$ cat src/rtl/rv32_pkg.sv
// Shared RV32 memory-stage types: op codes, FSM states and op decode helpers.
package rv32_pkg;

    localparam int DATA_WIDTH = 32;

    typedef enum logic [3:0] {
        NONE = 4'd0,
        LB   = 4'd1,
        LH   = 4'd2,
        LW   = 4'd3,
        LBU  = 4'd4,
        LHU  = 4'd5,
        SB   = 4'd6,
        SH   = 4'd7,
        SW   = 4'd8
    } mem_op_e;

    typedef enum logic [1:0] {
        IDLE = 2'd0,
        REQ  = 2'd1,
        RESP = 2'd2
    } mem_state_e;

    function automatic logic is_load(mem_op_e op);
        return op inside {LB, LH, LW, LBU, LHU};
    endfunction

    function automatic logic is_store(mem_op_e op);
        return op inside {SB, SH, SW};
    endfunction

    function automatic logic is_half(mem_op_e op);
        return op inside {LH, LHU, SH};
    endfunction

    function automatic logic is_word(mem_op_e op);
        return op inside {LW, SW};
    endfunction

endpackage

$ cat src/rtl/load_align.sv
// Load lane select and sign/zero extension of the returned bus word.
module load_align
    import rv32_pkg::*;
(
    input  logic [DATA_WIDTH-1:0] rdata,
    input  logic [1:0]            addr,
    input  mem_op_e               op,
    output logic [DATA_WIDTH-1:0] data
);

    logic [7:0]  b;
    logic [15:0] h;

    always_comb begin
        b    = rdata[{addr, 3'b000} +: 8];
        h    = rdata[{addr[1], 4'b0000} +: 16];
        data = rdata;
        unique case (op)
            LB:      data = {{(DATA_WIDTH-8){b[7]}}, b};
            LBU:     data = {{(DATA_WIDTH-8){1'b0}}, b};
            LH:      data = {{(DATA_WIDTH-16){h[15]}}, h};
            LHU:     data = {{(DATA_WIDTH-16){1'b0}}, h};
            default: data = rdata;
        endcase
    end

endmodule

$ cat src/rtl/mem_stage.sv
// Memory stage: data-bus handshake, store lane steering, load alignment,
// misalignment detection and pipeline stall while a transaction is open.
module mem_stage
    import rv32_pkg::*;
#(
    parameter int DATA_WIDTH = 32,
    parameter int ADDR_WIDTH = 32
) (
    input  logic                  clk,
    input  logic                  rst,
    input  logic                  valid_i,
    output logic                  ready_o,
    input  logic [DATA_WIDTH-1:0] alu_res_i,
    input  logic [DATA_WIDTH-1:0] store_data_i,
    input  logic [3:0]            mem_op_i,
    input  logic [4:0]            rd_i,
    input  logic                  rd_we_i,
    output logic                  dmem_req_o,
    output logic                  dmem_we_o,
    output logic [ADDR_WIDTH-1:0] dmem_addr_o,
    output logic [3:0]            dmem_be_o,
    output logic [DATA_WIDTH-1:0] dmem_wdata_o,
    input  logic                  dmem_gnt_i,
    input  logic                  dmem_rvalid_i,
    input  logic [DATA_WIDTH-1:0] dmem_rdata_i,
    output logic                  stall_o,
    output logic                  wb_valid_o,
    output logic [4:0]            wb_rd_o,
    output logic                  wb_we_o,
    output logic [DATA_WIDTH-1:0] wb_data_o,
    output logic                  exc_misaligned_o,
    output logic                  exc_is_store_o,
    output logic [DATA_WIDTH-1:0] exc_addr_o
);

    mem_state_e            state;
    mem_op_e               op;
    mem_op_e               op_q;
    logic [1:0]            alo_q;
    logic [4:0]            rd_q;
    logic                  we_q;
    logic                  misaligned;
    logic [3:0]            be_calc;
    logic [DATA_WIDTH-1:0] wdata_calc;
    logic [DATA_WIDTH-1:0] ld_data;

    assign op      = mem_op_e'(mem_op_i);
    assign ready_o = (state == IDLE);
    assign stall_o = !ready_o;
    // Request is a pure function of registered state: no gnt->req path.
    assign dmem_req_o = (state == REQ);

    assign misaligned = (is_half(op) && alu_res_i[0]) ||
                        (is_word(op) && (alu_res_i[1:0] != 2'b00));

    always_comb begin
        be_calc    = 4'b1111;
        wdata_calc = store_data_i;
        if (is_half(op)) begin
            be_calc    = 4'b0011 << {alu_res_i[1], 1'b0};
            wdata_calc = {2{store_data_i[15:0]}};
        end else if (!is_word(op)) begin
            be_calc    = 4'b0001 << alu_res_i[1:0];
            wdata_calc = {4{store_data_i[7:0]}};
        end
    end

    load_align u_load_align (
        .rdata (dmem_rdata_i),
        .addr  (alo_q),
        .op    (op_q),
        .data  (ld_data)
    );

    always_ff @(posedge clk or posedge rst) begin
        if (rst) begin
            state            <= IDLE;
            op_q             <= NONE;
            alo_q            <= '0;
            rd_q             <= '0;
            we_q             <= 1'b0;
            dmem_we_o        <= 1'b0;
            dmem_addr_o      <= '0;
            dmem_be_o        <= '0;
            dmem_wdata_o     <= '0;
            wb_valid_o       <= 1'b0;
            wb_rd_o          <= '0;
            wb_we_o          <= 1'b0;
            wb_data_o        <= '0;
            exc_misaligned_o <= 1'b0;
            exc_is_store_o   <= 1'b0;
            exc_addr_o       <= '0;
        end else begin
            wb_valid_o       <= 1'b0;
            exc_misaligned_o <= 1'b0;
            unique case (state)
                IDLE: begin
                    if (valid_i) begin
                        op_q  <= op;
                        alo_q <= alu_res_i[1:0];
                        rd_q  <= rd_i;
                        we_q  <= rd_we_i;
                        if (!is_load(op) && !is_store(op)) begin
                            wb_valid_o <= 1'b1;
                            wb_rd_o    <= rd_i;
                            wb_we_o    <= rd_we_i;
                            wb_data_o  <= alu_res_i;
                        end else if (misaligned) begin
                            wb_valid_o       <= 1'b1;
                            wb_rd_o          <= rd_i;
                            wb_we_o          <= 1'b0;
                            exc_misaligned_o <= 1'b1;
                            exc_is_store_o   <= is_store(op);
                            exc_addr_o       <= alu_res_i;
                        end else begin
                            state        <= REQ;
                            dmem_we_o    <= is_store(op);
                            dmem_addr_o  <= {alu_res_i[ADDR_WIDTH-1:2], 2'b00};
                            dmem_be_o    <= be_calc;
                            dmem_wdata_o <= wdata_calc;
                        end
                    end
                end
                REQ: begin
                    if (dmem_gnt_i) begin
                        if (dmem_we_o) begin
                            state      <= IDLE;
                            wb_valid_o <= 1'b1;
                            wb_rd_o    <= rd_q;
                            wb_we_o    <= 1'b0;
                        end else begin
                            state <= RESP;
                        end
                    end
                end
                RESP: begin
                    if (dmem_rvalid_i) begin
                        state      <= IDLE;
                        wb_valid_o <= 1'b1;
                        wb_rd_o    <= rd_q;
                        wb_we_o    <= we_q;
                        wb_data_o  <= ld_data;
                    end
                end
                default: state <= IDLE;
            endcase
        end
    end

endmodule

$ cat config.mk
export PLATFORM = sky130hd
export DESIGN_NAME = mem_stage
export DESIGN_NICKNAME = d
export VERILOG_FILES = /design/src/rtl/rv32_pkg.sv /design/src/rtl/load_align.sv /design/src/rtl/mem_stage.sv
export SDC_FILE = /design/constraint.sdc
export NUM_CORES = 1
export LEC_CHECK = 0
export ABC_AREA = 1
export CELL_PAD_IN_SITES_DETAIL_PLACEMENT = 1
export CELL_PAD_IN_SITES_GLOBAL_PLACEMENT = 1
export CORE_UTILIZATION = 30
export CTS_CLUSTER_DIAMETER = 150
export DETAILED_ROUTE_END_ITERATION = 8
export HOLD_SLACK_MARGIN = 0.02
export PLACE_DENSITY_LB_ADDON = 0.1
export SLEW_MARGIN = 20
export SYNTH_ARGS = -nofsm -noshare
export SYNTH_HDL_FRONTEND = slang
export SYNTH_SLANG_ARGS = --single-unit
$ cat constraint.sdc
create_clock -name clk -period 5.95 [get_ports clk]
set_clock_uncertainty 0.2 [all_clocks]
set_input_delay 1.4875 -clock clk [delete_from_list [all_inputs] [get_ports clk]]
set_output_delay 1.4875 -clock clk [all_outputs]
set_load 0.02 [all_outputs]
==> metrics.md <==
| Metric | Value |
|---|---|
| #FFs+latches synth | 154 |
| Slew headroom | 33.54% |
| Startpoint Class | primary input |
| First-pass GRT wire length | 43.59 mm |
| Ant diodes | 0 |
| Post-synthesis sequential area ratio | 49.43% |
| Status | completed |
| Post-CTS setup buffers | 0 |
| Clock period minus worst slack | 4.281 ns |
| Worst IR Drop VDD | 0.0002516 V |
| Largest net degree at the start of global routing | 91 |
| Die Wd | 163.2 um |
| Max-slew violations | 0 |
| Row count | 58 |
| Crit path arrival time | 4.35 ns |
| Remaining DRCs | 0 |
| Hpwl dp | 20.56 mm |
| Placeable Area | 25330 um^2 |
| Share of cells above drive strength 1 | 5.452% |
| Fmax | 233.6 MHz |
| Initial Util | 30.78% |
| Layout area overhead | 42.80% |
| Total number of vias | 7554 |
| Static leakage | 0.005335 uW |
| Iteration-0 DRC Markers | 413 |
| Total congestion overflow | 0 |
| PwrDens | 561.9 nW/um^2 |
| Critical Path Most Common Cell | nand2_1 |
| Setup TNS | 0 ns |
| CP max stage delay | 0.66 ns |
| Final setup violating endpoints | 0 |
| Hold buffers post-CTS | 0 |
| Clock Path Buffers | 2 |
| Initial antenna violation count | 1 |
| Mean cell area of the mapped netlist | 7.461 um^2 |
| Worst Tran Pin Value | 0.9934 ns |
| Worst Setup Path Type | in2reg |
| Critical Path RT | 6.02 ns |
| CTS root buf | clkbuf_16 |
| Io pins | 256 |
| WL final | 27.78 mm |
| Final cycle utilization of the critical path | 71.94% |
| Internal reg-to-reg setup slack | 2.34 ns |
| Synth async-reset ratio | 100.0% |
| Post-synthesis cell area | 7796 um^2 |
| Final Power | 6256 uW |
| Hold WS | 0.2798 ns |
| Total CTS buffers | 17 |
| Worst path cell trace | clkdlybuf4s50_1 > inv_2 > nor2_1 > nand2_1 > nand2_1 > buf_4 > nand2_1 > nand2_4 > nand2_2 > buf_4 > nand2_1 > o21ai_1 |
| Overall Global Routing Usage | 21.43% |
| Area of the die | 26640 um^2 |
| Number of port buffers | 253 |
| Antenna-violating nets left | 0 |
| Vert. Die Dim | 163.2 um |
| Number of synthesized flops with an enable pin | 0 |
| Worst-Skew Late Latency | 0.43 ns |
| Max Cap Violations | 0 |
| Nets | 1386 |
| CTS H-tree lvls | 4 |
| Crit-path slowest cell | nand2_2 |
| Resize count post-CTS | 0 |
| RD Place Congestion | 0.8398 |
| Hold Crit Class | reg2reg |
| CP max FO | 55 |
| Vias in the first global route | 7767 |
| Final hold violation count | 0 |
| Mapped Cells | 1045 |
| CTS tree | yes |
| Reg clk slew, reported paths | 0.07 ns |
| First-pass DRT Iterations | 4 |
| Yosys warns | 0 |
| CP endpoint kind | flip-flop |
| Top_reg_cell synth | dfrtp_1 |
| RSZ-0062 raised after global routing | false |
| DR WL/cell | 17.21 um |
| DR vias/cell | 4.680 |
| Unique cell type count in the Yosys netlist | 25 |
| Clock Sink Count | 154 |
## path summary, 6_finish.rpt
kind,cells past startpoint,start,end
min reg2reg,2,wb_data_o[13],wb_data_o[13]
min,2,wb_data_o[13],wb_data_o[13]
max,12,mem_op_i[2],exc_addr_o[13]
max in group asynchronous,3,rst,state[1]
min in group asynchronous,2,rst,exc_addr_o[22]
max reg2reg,9,state[1],dmem_addr_o[14]
## power by group
group          internal, uW  switching [uW]
Clock                   680             503
Sequential             1560             339
Combinational          1320            1860
## cells in the mapped netlist (5+ instances only)
cell	count	area (um^2)
nor2_1	114	427.9
or2_2	8	50.05
a21oi_1	42	210.2
buf_4	8	60.06
nand2_1	384	1441
o21ai_1	13	65.06
clkbuf_1	26	97.59
inv_1	86	322.8
buf_2	12	60.06
nand3_1	53	265.3
buf_6	11	123.9
dfrtp_1	154	3854
nand2_2	5	31.28
o21ai_0	80	400.4
o211ai_1	22	165.2
## area by class of cell
class	instances	area (um^2)
Fill cell	3112	14190
Sequential cell	154	3854
Multi-Input combinational cell	745	3274
Timing Repair Buffer	263	2620
Clock buffer	17	425.4
Tap cell	330	412.9
Inverter	90	342.8
Clock inverter	15	203.9
## kinds of logic after synthesis
logic type,count (synthesis),share of synthesized area (%)
simple gates,577,29.90
compound gates,162,11.27
flops,154,49.43
buf+inv,147,8.714
fa+ha+maj,4,0.6420
other cells,1,0.04810
## routing by layer
metal,wire [um],GRT usage (%)
met5,12,0
met4,325,5.395
met3,1534,4.266
met2,13210,35.71
met1,12700,28.25
## flip-flops by register name (all words and copies together), names as in the netlist
name,count
alo_q,2
dmem_addr_o,30
dmem_be_o,4
dmem_wdata_o,32
dmem_we_o,1
exc_addr_o,32
exc_is_store_o,1
exc_misaligned_o,1
op_q,4
rd_q,5
state,2
wb_data_o,32
wb_rd_o,5
wb_valid_o,1
wb_we_o,1
we_q,1
## cell usage in the layout, fill, tap and decap left out
cell type,n
nand2_1,384
clkdlybuf4s50_1,253
dfrtp_1,154
nor2_1,113
inv_1,85
o21ai_0,80
nand3_1,53
a21oi_1,42
o211ai_1,22
clkbuf_16,17
o21ai_1,13
buf_4,9
or2_2,8
nand2_2,5
inv_6,5
inv_2,4
nand4_1,4
nor2_2,4
o21a_1,4
ha_1,4
inv_8,4
nand2_4,3
bufinv_16,3
clkinv_4,3
conb_1,2
nand3_2,1
nor4_4,1
nor2_4,1
o21bai_1,1
clkinvlp_4,1
buf_12,1
## through the flow
step / instances / setup slack [ns] / instance area [um^2] / util, %
floorplan: 1046 / 0.1127 / 7800 / -
global placement: 1582 / 1.318 / 10500 / 41.47
detailed placement: 1582 / 1.223 / 10500 / 41.47
CTS: 1614 / 1.664 / 11130 / 43.96
global route: 1614 / 1.410 / 11130 / 43.96
finish: 1614 / 1.669 / 11130 / 43.96
## worst max-delay path, delay by kind of cell
kind | cells | cell delay [ns]
buf+inv | 4 | 1.25
simple gates | 7 | 1.50
compound gates | 1 | 0.07
Note: power is estimated with default switching activity, not from simulation.
